`src/rtl/thumb_read_arbiter.sv`:
```
// ============================================================================
// Module      : thumb_read_arbiter
// Description : Round-robin arbiter that shares the single read port of the
//               40x30 thumbnail buffer between two requesters. One read is
//               issued per cycle. Each response is tagged and returned to the
//               requester that won, at a fixed latency. Coordinates outside
//               the buffer are answered locally with OOR_VALUE, and the
//               buffer is not addressed for them.
//               Optional feature macro: THUMB_ARB_STATS_EN adds per-requester
//               saturating grant counters and a synchronous stats_clear input.
// Revision    : 1.0 - initial release
// ============================================================================
`default_nettype none

module thumb_read_arbiter #(
  parameter int          READ_LATENCY = 1,
  parameter int          X_MAX        = 39,
  parameter int          Y_MAX        = 29,
  parameter logic [7:0]  OOR_VALUE    = 8'h00
) (
  input  logic        read_clock,
  input  logic        reset_n,
  input  logic [1:0]  req_valid,
  input  logic [5:0]  req_x0,
  input  logic [5:0]  req_x1,
  input  logic [4:0]  req_y0,
  input  logic [4:0]  req_y1,
  output logic [1:0]  req_ready,
  output logic [1:0]  resp_valid,
  output logic [7:0]  resp_data,
  output logic        resp_oor,
  output logic [5:0]  read_x,
  output logic [4:0]  read_y,
  input  logic [7:0]  read_q
`ifdef THUMB_ARB_STATS_EN
  ,
  input  logic        stats_clear,
  output logic [15:0] grant_count0,
  output logic [15:0] grant_count1
`endif
);

  // The coordinate limits are narrowed to the port widths so that the
  // range compares do not mix widths.
  localparam logic [5:0] X_LIM = 6'(X_MAX);
  localparam logic [4:0] Y_LIM = 5'(Y_MAX);

  // last_grant holds the requester that won the most recent handshake.
  logic                  last_grant;
  logic                  handshake;
  logic                  sel;
  logic [5:0]            sel_x;
  logic [4:0]            sel_y;
  logic                  sel_oor;

  // The in-flight tracking pipeline has one stage per clock between accept
  // and the response register.
  logic [READ_LATENCY:0] pipe_valid;
  logic [READ_LATENCY:0] pipe_tag;
  logic [READ_LATENCY:0] pipe_oor;

  // Round-robin grant. A single requester always wins. When both request,
  // the one that did not win last time is granted.
  always_comb begin
    req_ready = 2'b00;
    case (req_valid)
      2'b01:   req_ready = 2'b01;
      2'b10:   req_ready = 2'b10;
      2'b11:   req_ready = last_grant ? 2'b01 : 2'b10;
      default: req_ready = 2'b00;
    endcase
  end

  // Select the coordinates of the granted requester and classify the range.
  always_comb begin
    handshake = |(req_valid & req_ready);
    sel       = req_ready[1];
    sel_x     = sel ? req_x1 : req_x0;
    sel_y     = sel ? req_y1 : req_y0;
    sel_oor   = (sel_x > X_LIM) | (sel_y > Y_LIM);
  end

  // Track the winner. The reset value of 1 lets requester 0 win the first
  // contention.
  always_ff @(posedge read_clock or negedge reset_n) begin
    if (!reset_n) begin
      last_grant <= 1'b1;
    end else if (handshake) begin
      last_grant <= sel;
    end
  end

  // Update the buffer address only for in-range handshakes. Out-of-range and
  // idle cycles leave the previous address in place.
  always_ff @(posedge read_clock or negedge reset_n) begin
    if (!reset_n) begin
      read_x <= 6'd0;
      read_y <= 5'd0;
    end else if (handshake && !sel_oor) begin
      read_x <= sel_x;
      read_y <= sel_y;
    end
  end

  // Shift the valid, tag and out-of-range flags along with the buffer read.
  always_ff @(posedge read_clock or negedge reset_n) begin
    if (!reset_n) begin
      pipe_valid <= '0;
      pipe_tag   <= '0;
      pipe_oor   <= '0;
    end else begin
      pipe_valid[0] <= handshake;
      pipe_tag[0]   <= sel;
      pipe_oor[0]   <= sel_oor;
      for (int i = 1; i <= READ_LATENCY; i++) begin
        pipe_valid[i] <= pipe_valid[i-1];
        pipe_tag[i]   <= pipe_tag[i-1];
        pipe_oor[i]   <= pipe_oor[i-1];
      end
    end
  end

  // Register the response. Data is returned to zero between pulses so that a
  // stale pixel never lingers on the bus.
  always_ff @(posedge read_clock or negedge reset_n) begin
    if (!reset_n) begin
      resp_valid <= 2'b00;
      resp_data  <= 8'h00;
      resp_oor   <= 1'b0;
    end else if (pipe_valid[READ_LATENCY]) begin
      resp_valid <= pipe_tag[READ_LATENCY] ? 2'b10 : 2'b01;
      resp_data  <= pipe_oor[READ_LATENCY] ? OOR_VALUE : read_q;
      resp_oor   <= pipe_oor[READ_LATENCY];
    end else begin
      resp_valid <= 2'b00;
      resp_data  <= 8'h00;
      resp_oor   <= 1'b0;
    end
  end

`ifdef THUMB_ARB_STATS_EN
  // Per-requester saturating handshake counters. A clear takes priority over
  // an increment in the same cycle.
  always_ff @(posedge read_clock or negedge reset_n) begin
    if (!reset_n) begin
      grant_count0 <= 16'h0000;
      grant_count1 <= 16'h0000;
    end else if (stats_clear) begin
      grant_count0 <= 16'h0000;
      grant_count1 <= 16'h0000;
    end else if (handshake) begin
      if (!sel && grant_count0 != 16'hFFFF) grant_count0 <= grant_count0 + 16'd1;
      if ( sel && grant_count1 != 16'hFFFF) grant_count1 <= grant_count1 + 16'd1;
    end
  end
`endif

endmodule

`default_nettype wire
```
`config.mk`:
```
export PLATFORM = sky130hd
export DESIGN_NAME = thumb_read_arbiter
export DESIGN_NICKNAME = d
export VERILOG_FILES = /design/src/rtl/thumb_read_arbiter.sv
export SDC_FILE = /design/constraint.sdc
export NUM_CORES = 1
export LEC_CHECK = 0
export BUFFER_PORTS_ARGS = -buffer_cell sky130_fd_sc_hd__buf_2
export CAP_MARGIN = 20
export CORE_AREA = 5 5 56 58
export CTS_CLUSTER_SIZE = 12
export DETAILED_ROUTE_END_ITERATION = 10
export DIE_AREA = 0 0 61 63
export GPL_TIMING_DRIVEN = 0
export PLACE_DENSITY = 0.8
export RECOVER_POWER = 50
export SYNTH_ARGS = -nofsm -noshare
export SYNTH_HDL_FRONTEND = slang
export SYNTH_SLANG_ARGS = --single-unit
```
`constraint.sdc`:
```
create_clock -name read_clock -period 4 [get_ports read_clock]
set_input_delay 0 -clock read_clock [delete_from_list [all_inputs] [get_ports read_clock]]
set_output_delay 0 -clock read_clock [all_outputs]
set_load 0.01 [all_outputs]
```
Word-level counts from Yosys, hierarchy flattened --
Index checks and enable logic that the tools add are counted.
Storage, ports and cells: flip-flop bits (word level) 29, bits in latches 0, memory bits (writable) 0, bits in read-only memories 0, input port bits 34, output and inout bits 24, logic and storage cells 28, memories 0
Cells by class: add/subtract/negate cells 0, $mul 0, divide/modulo/power cells 0, $lt $le $gt $ge 2, equality and inequality tests 3, shift-type cells 0, multiplexer cells 9, bitwise logic cells 2, reduce and logical (&&, ||, !) cells 3
Operator list (number):
- 8-bit two-way mux | 2
- 6-bit greater-than comparator, second input constant | 1
- 2-bit two-way mux | 3
- 6-bit two-way mux | 1
- 2-bit one-hot mux with 3 select lines | 1
- 5-bit greater-than comparator, second input constant | 1
- 5-bit two-way mux | 1
- 2-bit equality test, second input constant | 2
- 2-bit bitwise AND | 1
- 2-bit by 1-bit equality test with 1-bit output, second input constant | 1
- 2-bit OR reduction | 1
- 1-bit logical AND | 1
- 1-bit logical NOT | 1
- 1-bit two-way mux | 1
- 1-bit bitwise OR | 1

Depth between registers and ports, before layout --
Gate-level depths: netlist (run 1).
depth after elaboration 7, mapped depth 5, mapped depth without buffers 4

Worst setup path before layout (run 1) --
No wires, ideal clock.
path type register to register, start point reg last_grant, end point reg read_x[0], setup time 0.125 ns, data arrival time 1.423 ns, required time 3.875 ns, path slack 2.452 ns, cell stages (with the launch flop) 5, path buffers 1, period minus slack after synthesis 1.548 ns, cell sequence dfstp_2 -> a21boi_4 -> o31ai_2 -> buf_6 -> mux2_2
On the way: longest elaborated chain between the ends 7, elaborated cells on any way between the ends 11, those cells by class order compare (2); mux (4); bitwise (2); reduce/logical (3)
RTL lines:
- start: declaration | line 49 | logic last_grant;
- start signal: assignment | line 89 | last_grant <= sel;
- 2-bit two-way mux * | line 69 | 2'b11: req_ready = last_grant ? 2'b01 : 2'b10;
- 2-bit one-hot mux with 3 select lines * | line 66 | case (req_valid)
- 6-bit two-way mux / 5-bit two-way mux (equally long branches) | line 78, 79
- 6-bit greater-than comparator / 5-bit greater-than comparator (equally long branches) | line 80 | sel_oor = (sel_x > X_LIM) | (sel_y > Y_LIM);
- 1-bit bitwise OR | line 80
- 1-bit logical NOT | line 99 | end else if (handshake && !sel_oor) begin
- 1-bit logical AND | line 99
- end signal: assignment | line 100 | read_x <= sel_x;
- end: declaration | line 32 | output logic [5:0] read_x,
Mark *: on every way between the ends. The rest lies on a longest branch, timed or not. A chain may end at the register's enable or synchronous reset.

Worst setup path in the final report (run 1) --
start point reg last_grant, end point reg read_y[2]
On the way: longest elaborated chain between the ends 7, elaborated cells on any way between the ends 11, those cells by class order compare (2); mux (4); bitwise (2); reduce/logical (3)
RTL lines:
- 2-bit two-way mux * | line 69
- 2-bit one-hot mux with 3 select lines * | line 66
- 6-bit two-way mux / 5-bit two-way mux (equally long branches) | line 78, 79
- 6-bit greater-than comparator / 5-bit greater-than comparator (equally long branches) | line 80
- 1-bit bitwise OR | line 80
- 1-bit logical NOT | line 99
- 1-bit logical AND | line 99
- end signal: assignment | line 101 | read_y <= sel_y;
- end: declaration | line 33 | output logic [4:0] read_y,
Marks and branches as above.

==> results of run 1 <==
-- synthesized netlist by cell type --
cell type  instances  area [µm²]
dfstp_2            1        26.3
o21a_1             1        7.51
nand2_1            1        3.75
nor2b_1            2        12.5
o21ai_0            2        10.0
mux2i_1            1        10.0
a21boi_4           1        18.8
mux2_2            19         214
dfrtp_1           28         701
nand3_2            1        10.0
and2_1            10        62.6
clkbuf_8           1        13.8
buf_6              1        11.3
mux2_1             3        33.8
nor2_1             2        7.51
nand4_1            2        12.5
o31ai_2            1        12.5
inv_1              2        7.51
-- power groups by stage --
stage          Clock, mW  Sequential, mW  Combinational (mW)
2_1_floorplan          0           0.372              0.0620
3_3_place_gp           0           0.353               0.147
3_5_place_dp           0           0.355               0.151
4_1_cts            0.256           0.350               0.161
5_1_grt            0.273           0.355               0.172
6_report           0.247           0.349               0.157
-- cell families after synthesis --
logic type / Yosys count / share of synthesized area
buf+inv: 4 / 0.0277
mux: 23 / 0.219
flops: 29 / 0.619
compound gates: 5 / 0.0415
simple gates: 18 / 0.0926
-- state kept, by name, summed over array words and instances (netlist names) --
signal	flops
resp_data	8
resp_valid	2
read_x	6
last_grant	1
resp_oor	1
pipe_tag	2
pipe_valid	2
pipe_oor	2
read_y	5
-- worst paths after layout --
path                             startpoint           to  slack (ns)  depth (start not counted)
worst max-delay path             last_grant    read_y[2]        2.32                          4
worst min-delay path              req_y0[0]    read_y[0]        0.02                          3
worst max register to register   last_grant    read_y[2]        2.32                          4
worst min register to register  pipe_oor[0]  pipe_oor[1]        0.36                          0
max in group asynchronous           reset_n  pipe_tag[1]        2.55                          2
min in group asynchronous           reset_n    read_y[4]        0.57                          2
-- per-layer routing --
metal  wire (µm)  vias to the layer above
li1            -                      426
met1        1040                      409
met2        1130                       49
met3         317                        6
met4          33                        0
met5           0                        -
-- area by class of cell --
class	count	share of cell area
sequential	29	0.429
multi-input combinational	46	0.245
timing repair buffer	69	0.234
clock buffer	7	0.0325
tap	31	0.0229
clock inverter	1	0.0177
buffer	2	0.0148
inverter	2	0.00443
-- critical path: cells and delay by family (launching register included) --
| family | cells | cell delay [ns] |
|---|---|---|
| compound gates | 2 | 0.44 |
| mux | 1 | 0.34 |
| flops | 1 | 0.58 |
| buf+inv | 1 | 0.21 |
-- per-stage QoR --
stage	area [µm²]	hold slack (ns)	std cells
6_report	1700	0.0233	187
5_1_grt	1700	0.00000702	187
4_1_cts	1700	0.00831	187
3_5_place_dp	1500	0.0621	167
3_3_place_gp	1500	0.0434	167
2_1_floorplan	1170	-0.296	79
==> flow_metrics.env, run 1 <==
export IMPL_pwr_share_clk=0.328
export IMPL_syn_to_final_growth_pct=44.3
export IMPL_p_sw_frac=0.247
export IMPL_num_rows=19
export IMPL_finalNetCount=189
export IMPL_pwr_share_seq=0.464
export IMPL_outcome="finished with violations"
export IMPL_core_um2=2620
export IMPL_routabilityCongestion=0.753
export IMPL_leakage_nw=0.829
export IMPL_start_util=0.449
export IMPL_vias=890
export IMPL_finalHoldViolCount=0
export IMPL_drv_cap=1
export IMPL_antenna_found_initial=0
export IMPL_tightest_slew_ns=1.50
export IMPL_fin_ws_ns=2.32
export IMPL_drt_pass1_iterations=4
export IMPL_violations="capacitance limit, slew limit"
export IMPL_finalPower_mw=0.752
export IMPL_grt_overflow=0
export IMPL_detail_route_antenna_nets=0
export IMPL_cts_hold_buffers=12
export IMPL_finalCriticalPeriod_ns=1.68
export IMPL_tns_ns=0
export IMPL_seq_area_um2=727
export IMPL_met3_usage=0.0744
export IMPL_remaining_drc_errors=0
export IMPL_cts_buffers=5
export IMPL_cts_root_buf="clkbuf_4"
export IMPL_mostFrequentLayoutCells="buf_2 (50), dfrtp_1 (28), mux2_2 (19), dlygate4sd3_1 (12)"
export IMPL_cts_sinks=29
export IMPL_seq_area_frac_synth=0.619
export IMPL_top_usage_layer="met2"
export IMPL_dieHeight_um=63
export IMPL_maxSlewViolCount=29
export IMPL_grt_use_met1=0.180
export IMPL_crit_arrival_ns=1.88
export IMPL_grt_usage=0.147
export IMPL_p_int_mw=0.567
export IMPL_multi_input_area_um2=415
export IMPL_final_common_cell="buf_2"
export IMPL_crit_fanout=10
export IMPL_worstPathRequired_ns=4.21
export IMPL_grt_pass1_wl_um=4150
export IMPL_vdd_drop_max_uv=297
export IMPL_crit_chain="a21boi_4 > o31ai_2 > buf_6 > mux2_2"
export IMPL_synth_area_per_cell_um2=14.9
export IMPL_clock_latency_ns=0.31
export IMPL_period_share=0.419
export IMPL_max_freq_mhz=597
export IMPL_final_setup_viol_count=0
export IMPL_ios=58
export IMPL_syn_nets=113
export IMPL_h_tree_depth=2
export IMPL_rsz0062_at_grt="no"
export IMPL_drive_gt1_frac=0.526
export IMPL_via_per_inst=4.76
export IMPL_cts_tree="done"
export IMPL_dp_final_hpwl_um=1900
export IMPL_synth_cells=79
export IMPL_power_density_nw_per_um2=444
export IMPL_diodes=0
export IMPL_place_ws_ns=2.34
export IMPL_die_x_um=61
export IMPL_critPathKind="reg -> reg"
export IMPL_cts_resized=0
export IMPL_yosysWarningCount=0
export IMPL_drt_iter0_drc=16
export IMPL_critPathLaunchType="flop"
export IMPL_worstHoldPathType="in -> reg"
export IMPL_pwr_share_comb=0.208
export IMPL_p_switching_mw=0.186
export IMPL_relSlewSlack=-0.00291
export IMPL_cts_buffer_depth=2
export IMPL_dieArea_um2=3840
export IMPL_slowest_stage="dfstp_2"
export IMPL_first_global_vias=947
export IMPL_synth_seq_cells=29
export IMPL_fillCellCount=223
export IMPL_port_buffers=57
export IMPL_drt_wl_total_um=2520
export IMPL_grtUsageMet2=0.225
export IMPL_cts_setup_buffers=0
export IMPL_synthDistinctLibCells=18
export IMPL_finalClockSkew_ns=0.00926
export IMPL_clk_pin_slew_ns=0.09
export IMPL_synthesis_area_um2=1170
export IMPL_critPathCaptureType="flop"
export IMPL_grt_max_degree=30
export IMPL_utilization=0.648
export IMPL_slowest_delay_ns=0.58
export IMPL_wl_per_cell_um=13.5
(Power assumes the default switching activity.)
==> inputs of run 2 (changes only) <==
--- a/config.mk
+++ b/config.mk
@@ -5,14 +5,15 @@
 export SDC_FILE = /design/constraint.sdc
 export NUM_CORES = 1
 export LEC_CHECK = 0
+export ABC_AREA = 1
 export BUFFER_PORTS_ARGS = -buffer_cell sky130_fd_sc_hd__buf_2
 export CAP_MARGIN = 20
-export CORE_AREA = 5 5 56 58
+export CORE_AREA = 5 5 64 66
 export CTS_CLUSTER_SIZE = 12
 export DETAILED_ROUTE_END_ITERATION = 10
-export DIE_AREA = 0 0 61 63
+export DIE_AREA = 0 0 69 71
 export GPL_TIMING_DRIVEN = 0
-export PLACE_DENSITY = 0.8
+export PLACE_DENSITY = 0.72
 export RECOVER_POWER = 50
 export SYNTH_ARGS = -nofsm -noshare
 export SYNTH_HDL_FRONTEND = slang
==> constraint.sdc (replaced) <==
create_clock -name read_clock -period 1.4 [get_ports read_clock]
set_input_delay 0 -clock read_clock [delete_from_list [all_inputs] [get_ports read_clock]]
set_output_delay 0 -clock read_clock [all_outputs]
set_load 0.01 [all_outputs]
==> run 2 against run 1 <==
The flow finishes with violations (setup timing); power grew to 3.1 times the previous value; highest routed layer unchanged; synthesized cell count grew 97%; die area grew 27%; maximum frequency increased by 9.5%; register-to-register slack got worse by 2.5 ns.
==> flow_metrics.env, run 2 <==
export IMPL_outcome="finished with violations"
export IMPL_violations="setup timing"
export IMPL_clock_latency_ns=0.32
export IMPL_synth_area_leaders="dfrtp_1 (50%), inv_1 (8.6%), nand2_1 (8.6%), nand2_2 (5.8%), nand4_1 (4.9%)"
export IMPL_drt_iter0_drc=17
export IMPL_wl_per_cell_um=10.3
export IMPL_pwr_share_comb=0.250
export IMPL_final_common_cell="buf_2"
export IMPL_mostFrequentLayoutCells="buf_2 (57), inv_1 (31), nand2_1 (29), dfrtp_1 (28), nand2_2 (16)"
export IMPL_max_freq_mhz=654
export IMPL_cts_root_buf="clkbuf_4"
export IMPL_rsz0062_at_grt="yes"
export IMPL_grt_max_degree=30
export IMPL_antenna_found_initial=0
export IMPL_drv_cap=0
export IMPL_synth_main_ff_cell="dfrtp_1"
export IMPL_syn_to_final_growth_pct=39.1
export IMPL_num_rows=22
export IMPL_grt_usage=0.125
export IMPL_dieHeight_um=71
export IMPL_multi_input_area_um2=497
export IMPL_p_sw_frac=0.284
export IMPL_yosysWarningCount=0
export IMPL_ios=58
export IMPL_synthDistinctLibCells=22
export IMPL_final_setup_viol_count=12
export IMPL_drive_gt1_frac=0.433
export IMPL_seq_area_um2=727
export IMPL_remaining_drc_errors=0
export IMPL_period_share=1.09
export IMPL_fillCellCount=340
export IMPL_seq_area_frac_synth=0.520
export IMPL_worstPathRequired_ns=1.62
export IMPL_h_tree_depth=2
export IMPL_utilization=0.552
export IMPL_p_int_mw=1.65
export IMPL_synthesis_area_um2=1400
export IMPL_synth_cells=156
export IMPL_post_route_cell_area_um2=1950
export IMPL_synthTopCellsByCount="inv_1 (32), nand2_1 (32), dfrtp_1 (28)"
export IMPL_grt_pass1_wl_um=4880
export IMPL_top_regs="resp_data: 8 flops, read_x: 6 flops, read_y: 5 flops"
export IMPL_worstHoldPathType="in -> reg"
export IMPL_relSlewSlack=0.532
export IMPL_drt_wl_total_um=2880
export IMPL_critPathCaptureType="flop"
export IMPL_fin_ws_ns=-0.130
export IMPL_pwr_share_seq=0.443
export IMPL_critPathKind="reg -> reg"
export IMPL_crit_arrival_ns=1.75
export IMPL_cts_buffers=5
export IMPL_syn_nets=190
export IMPL_critPathLaunchType="flop"
export IMPL_yosysTopAreaCell="dfrtp_1"
export IMPL_vias=1156
export IMPL_finalHoldViolCount=0
export IMPL_cts_buffer_depth=2
export IMPL_dieArea_um2=4900
export IMPL_synth_async_reset_ratio=1.00
export IMPL_start_util=0.397
export IMPL_tightest_slew_ns=0.702
export IMPL_crit_fanout=10
export IMPL_dp_final_hpwl_um=2090
export IMPL_first_global_vias=1118
export IMPL_cts_tree="done"
export IMPL_clk_pin_slew_ns=0.09
export IMPL_finalNetCount=264
export IMPL_synth_edf_count=0
export IMPL_detail_route_antenna_nets=0
export IMPL_dpl_instance_area_um2=1740
export IMPL_routabilityCongestion=0.765
export IMPL_maxSlewViolCount=0
export IMPL_finalPower_mw=2.30
export IMPL_leakage_nw=1.15
export IMPL_finalCriticalPeriod_ns=1.53
export IMPL_grt_overflow=0
export IMPL_power_density_nw_per_um2=1180
export IMPL_synth_seq_cells=29
export IMPL_via_per_inst=4.14
export IMPL_regMostFlops="resp_data"
export IMPL_r2r_slack_ns=-0.13
export IMPL_die_x_um=69
export IMPL_diodes=0
export IMPL_cts_sinks=29
export IMPL_finalClockSkew_ns=0.00854
export IMPL_port_buffers=56
export IMPL_place_ws_ns=-0.149
export IMPL_vdd_drop_max_uv=439
export IMPL_p_switching_mw=0.653
export IMPL_synth_top_cell_area_share=0.501
export IMPL_pwr_share_clk=0.306
export IMPL_drt_pass1_iterations=4
export IMPL_core_um2=3520
export IMPL_largest_reg_flops=8
export IMPL_synth_area_per_cell_um2=8.97
==> run 2: changes by cell type after synthesis, moves of 6 or more <==
| cell | before | now |
|---|---|---|
| nand2_2 | 0 | 13 |
| inv_1 | 2 | 32 |
| and2_1 | 10 | 0 |
| nand2_1 | 1 | 32 |
| nand2_4 | 0 | 6 |
| nor2_1 | 2 | 10 |
| mux2_2 | 19 | 0 |
| nand4_1 | 2 | 11 |
==> run 2: cell families (layout without fill, tap and decap cells) <==
| kind of cell | count (synthesis) | count (layout) | synth area share |
|---|---|---|---|
| and+or+nand+nor | 82 | 82 | 0.328 |
| buffers and inverters | 40 | 115 | 0.132 |
| DFF | 29 | 29 | 0.520 |
| AOI/OAI and AO/OA | 5 | 5 | 0.0197 |
==> run 2: routing by layer <==
layer  vias to the layer above  wire length, µm  share of wire  GRT usage
li1                        613                -              -          -
met1                       489             1280           0.44      0.138
met2                        50             1320           0.46      0.211
met3                         4              252          0.088     0.0582
met4                         0               24         0.0083     0.0456
met5                         -                0              0          0
==> run 2: cell type report <==
class,count,share of cell area
multi-input combinational,87,0.255
sequential,29,0.374
tap,48,0.0309
clock buffer,7,0.0283
clock inverter,1,0.0154
inverter,32,0.0617
timing repair buffer,67,0.198
buffer,8,0.0367
==> run 2: power by group through the flow <==
stage | clock network [mW] | registers [mW] | logic [mW]
2_1_floorplan | 0 | 1.09 | 0.276
3_3_place_gp | 0 | 1.03 | 0.540
3_5_place_dp | 0 | 1.04 | 0.544
4_1_cts | 0.725 | 1.02 | 0.575
5_1_grt | 0.751 | 1.04 | 0.645
6_report | 0.705 | 1.02 | 0.577
==> run 2: final timing paths <==
kind,start,to,cells after the start
worst max-delay path,last_grant,read_x[2],11
worst min-delay path,req_y1[0],read_y[0],5
worst max register to register,last_grant,read_x[2],11
worst min register to register,pipe_valid[0],pipe_valid[1],0
max in group asynchronous,reset_n,resp_data[7],2
min in group asynchronous,reset_n,read_x[0],2
==> run 2: per-stage QoR <==
stage | hold slack (ns) | instances | TNS (ns)
after floorplan | -0.296 | 156 | -0.367
after global placement | 0.0390 | 260 | -1.31
after detailed placement | 0.0519 | 260 | -1.39
after CTS | 0.00447 | 278 | -1.16
after global routing | 0.0129 | 279 | -2.41
final | 0.0178 | 279 | -1.31
==> run 2: worst max-delay path, stage by stage, from the launching register on <==
cell and delay (ns):
dfstp_2 0.57, nand2_4 0.08, nand2_4 0.11, buf_6 0.12, nand2_4 0.04, nand2_4 0.06, nor2_4 0.04, nand2_4 0.07
nand3_4 0.08, buf_12 0.16, nand2_2 0.05, nand2_2 0.04
==> run 2: timing repair <==
item	4_1_cts	5_1_grt
gates resized for setup	3	4
buffers inserted	1	1
hold endpoints to repair	36	0
hold buffers	9	0
endpoints found under the setup margin	12	12
gates cloned	0	0
pin swaps	0	1
==> inputs of run 3 (changes only) <==
--- a/config.mk
+++ b/config.mk
@@ -15,6 +15,7 @@
 export GPL_TIMING_DRIVEN = 0
 export PLACE_DENSITY = 0.72
 export RECOVER_POWER = 50
+export SKIP_LAST_GASP = 1
 export SYNTH_ARGS = -nofsm -noshare
 export SYNTH_HDL_FRONTEND = slang
 export SYNTH_SLANG_ARGS = --single-unit
==> run 3 against run 2 <==
The run still ends with setup timing left; sequential power hardly changed; routed wire length shrank 0.10%; via count barely moved; clock skew unchanged; die area unchanged; largest power group unchanged.
==> flow_metrics.env, run 3 (synthesized netlist as in run 2, its figures left out) <==
export IMPL_die_x_um=69
export IMPL_fin_ws_ns=-0.135
export IMPL_leakage_nw=1.15
export IMPL_remaining_drc_errors=0
export IMPL_dp_final_hpwl_um=2090
export IMPL_post_route_cell_area_um2=1940
export IMPL_power_density_nw_per_um2=1180
export IMPL_syn_to_final_growth_pct=38.9
export IMPL_vdd_drop_max_uv=437
export IMPL_crit_family="simple AND/OR/NAND/NOR gates"
export IMPL_diodes=0
export IMPL_finalCriticalPeriod_ns=1.54
export IMPL_dieArea_um2=4900
export IMPL_clk_pin_slew_ns=0.09
export IMPL_grt_use_met1=0.138
export IMPL_regToRegEndpoint="read_x[2]"
export IMPL_dpl_instance_area_um2=1740
export IMPL_drv_cap=0
export IMPL_period_share=1.10
export IMPL_slowest_stage="dfstp_2"
export IMPL_finalPower_mw=2.30
export IMPL_drt_wl_total_um=2870
export IMPL_cts_buffer_depth=2
export IMPL_drt_iter0_drc=16
export IMPL_met3_usage=0.0582
export IMPL_grt_pass1_wl_um=4880
export IMPL_timing_hold_ws_ns=0.0197
export IMPL_final_cells=279
export IMPL_grtUsageMet2=0.211
export IMPL_drt_pass1_iterations=4
export IMPL_start_util=0.397
export IMPL_top_regs="resp_data: 8 flops, read_x: 6 flops, read_y: 5 flops"
export IMPL_regMostFlops="resp_data"
export IMPL_detail_route_antenna_nets=0
export IMPL_num_rows=22
export IMPL_critPathBufInv=2
export IMPL_worstPathRequired_ns=1.62
export IMPL_critPathCaptureType="flop"
export IMPL_min_from="req_y1[0]"
export IMPL_outcome="finished with violations"
export IMPL_crit_arrival_ns=1.75
export IMPL_core_um2=3520
export IMPL_via_per_inst=4.14
export IMPL_min_to="read_y[0]"
export IMPL_slowest_delay_ns=0.57
export IMPL_cts_root_buf="clkbuf_4"
export IMPL_r2r_start="last_grant"
export IMPL_drive_gt1_frac=0.429
export IMPL_grt_max_degree=30
export IMPL_max_freq_mhz=651
export IMPL_cts_tree="done"
export IMPL_crit_chain="nand2_4 > nand2_4 > buf_6 > nand2_4 > nand2_4 > nor2_4 > nand2_4 > nand3_4 > buf_12 > nand2_2 > nand2_1"
export IMPL_cts_buffers=5
export IMPL_critPathKind="reg -> reg"
export IMPL_vias=1155
export IMPL_antenna_found_initial=0
export IMPL_holdPathStages=5
export IMPL_first_global_vias=1118
export IMPL_relSlewSlack=0.532
export IMPL_r2r_cells=11
export IMPL_final_common_cell="buf_2"
export IMPL_utilization=0.551
export IMPL_clock_latency_ns=0.32
export IMPL_finalClockSkew_ns=0.00854
export IMPL_violations="setup timing"
export IMPL_dieHeight_um=71
export IMPL_r2r_slack_ns=-0.14
export IMPL_maxSlewViolCount=0
export IMPL_fillCellCount=341
export IMPL_worstHoldPathType="in -> reg"
export IMPL_tightest_slew_ns=0.702
export IMPL_timing_critical_path_from="last_grant"
export IMPL_largest_reg_flops=8
export IMPL_finalHoldViolCount=0
export IMPL_crit_top_cell="nand2_4"
export IMPL_crit_fanout=10
export IMPL_critPathLaunchType="flop"
export IMPL_routabilityCongestion=0.765
export IMPL_mostFrequentLayoutCells="buf_2 (57), inv_1 (31), nand2_1 (30), dfrtp_1 (28), nand2_2 (15)"
export IMPL_cts_sinks=29
export IMPL_ios=58
export IMPL_h_tree_depth=2
export IMPL_final_setup_viol_count=12
export IMPL_dp_cells=260
export IMPL_port_buffers=56
export IMPL_grt_overflow=0
export IMPL_wl_per_cell_um=10.3
export IMPL_finalNetCount=264
export IMPL_grt_usage=0.125
export IMPL_top_usage_layer="met2"
export IMPL_rsz0062_at_grt="yes"
## run 3: cell count changes in the layout (fill, tap and decap cells not counted)
cell     before  now
nand2_1      29   30
nand2_2      16   15
## run 3: worst register-to-register path, delay by kind of cell, from the launching register on
kind | cells | cell delay (ns)
DFF | 1 | 0.57
buffers and inverters | 2 | 0.28
and+or+nand+nor | 9 | 0.58
## run 3: final cells by class
| cell class | count | area, µm² | area share |
|---|---|---|---|
| Tap cell | 48 | 60.1 | 0.0309 |
| Clock inverter | 1 | 30.0 | 0.0155 |
| Buffer | 8 | 71.3 | 0.0367 |
| Multi-Input combinational cell | 87 | 494 | 0.254 |
| Inverter | 32 | 120 | 0.0618 |
| Clock buffer | 7 | 55.1 | 0.0283 |
| Timing Repair Buffer | 67 | 385 | 0.198 |
| Sequential cell | 29 | 727 | 0.374 |
## run 3: worst max path at each step
stage                      to  slack [ns]  depth (start not counted)
floorplan           read_x[0]       -0.04                         11
global placement    read_y[3]       -0.14                          9
detailed placement  read_y[3]       -0.15                          9
CTS                 read_x[2]       -0.13                         11
global route        read_x[2]       -0.23                         10
finish              read_x[2]       -0.14                         11
## run 3: per-layer routing
layer | wire length, µm | up-vias
li1 | - | 613
met3 | 252 | 4
met1 | 1270 | 488
met2 | 1320 | 50
met5 | 0 | -
met4 | 24 | 0
## run 3: through the flow
stage	setup WS (ns)	TNS [ns]
4_1_cts	-0.132	-1.17
3_5_place_dp	-0.149	-1.39
5_1_grt	-0.233	-2.42
3_3_place_gp	-0.140	-1.31
6_report	-0.135	-1.31
2_1_floorplan	-0.0367	-0.367
## run 3: repair_timing
action                     CTS  global route
buffers inserted             1             1
gates resized for setup      2             4
pin swaps                    0             1
hold buffers                 9             0
setup endpoints to repair   12            12
hold endpoints to repair    36             0
## run 3: power breakdown
part,internal (mW),switching [mW],total (mW)
sequential,0.958,0.0627,1.02
clock,0.426,0.278,0.704
combinational,0.263,0.310,0.574
total,1.65,0.651,2.30
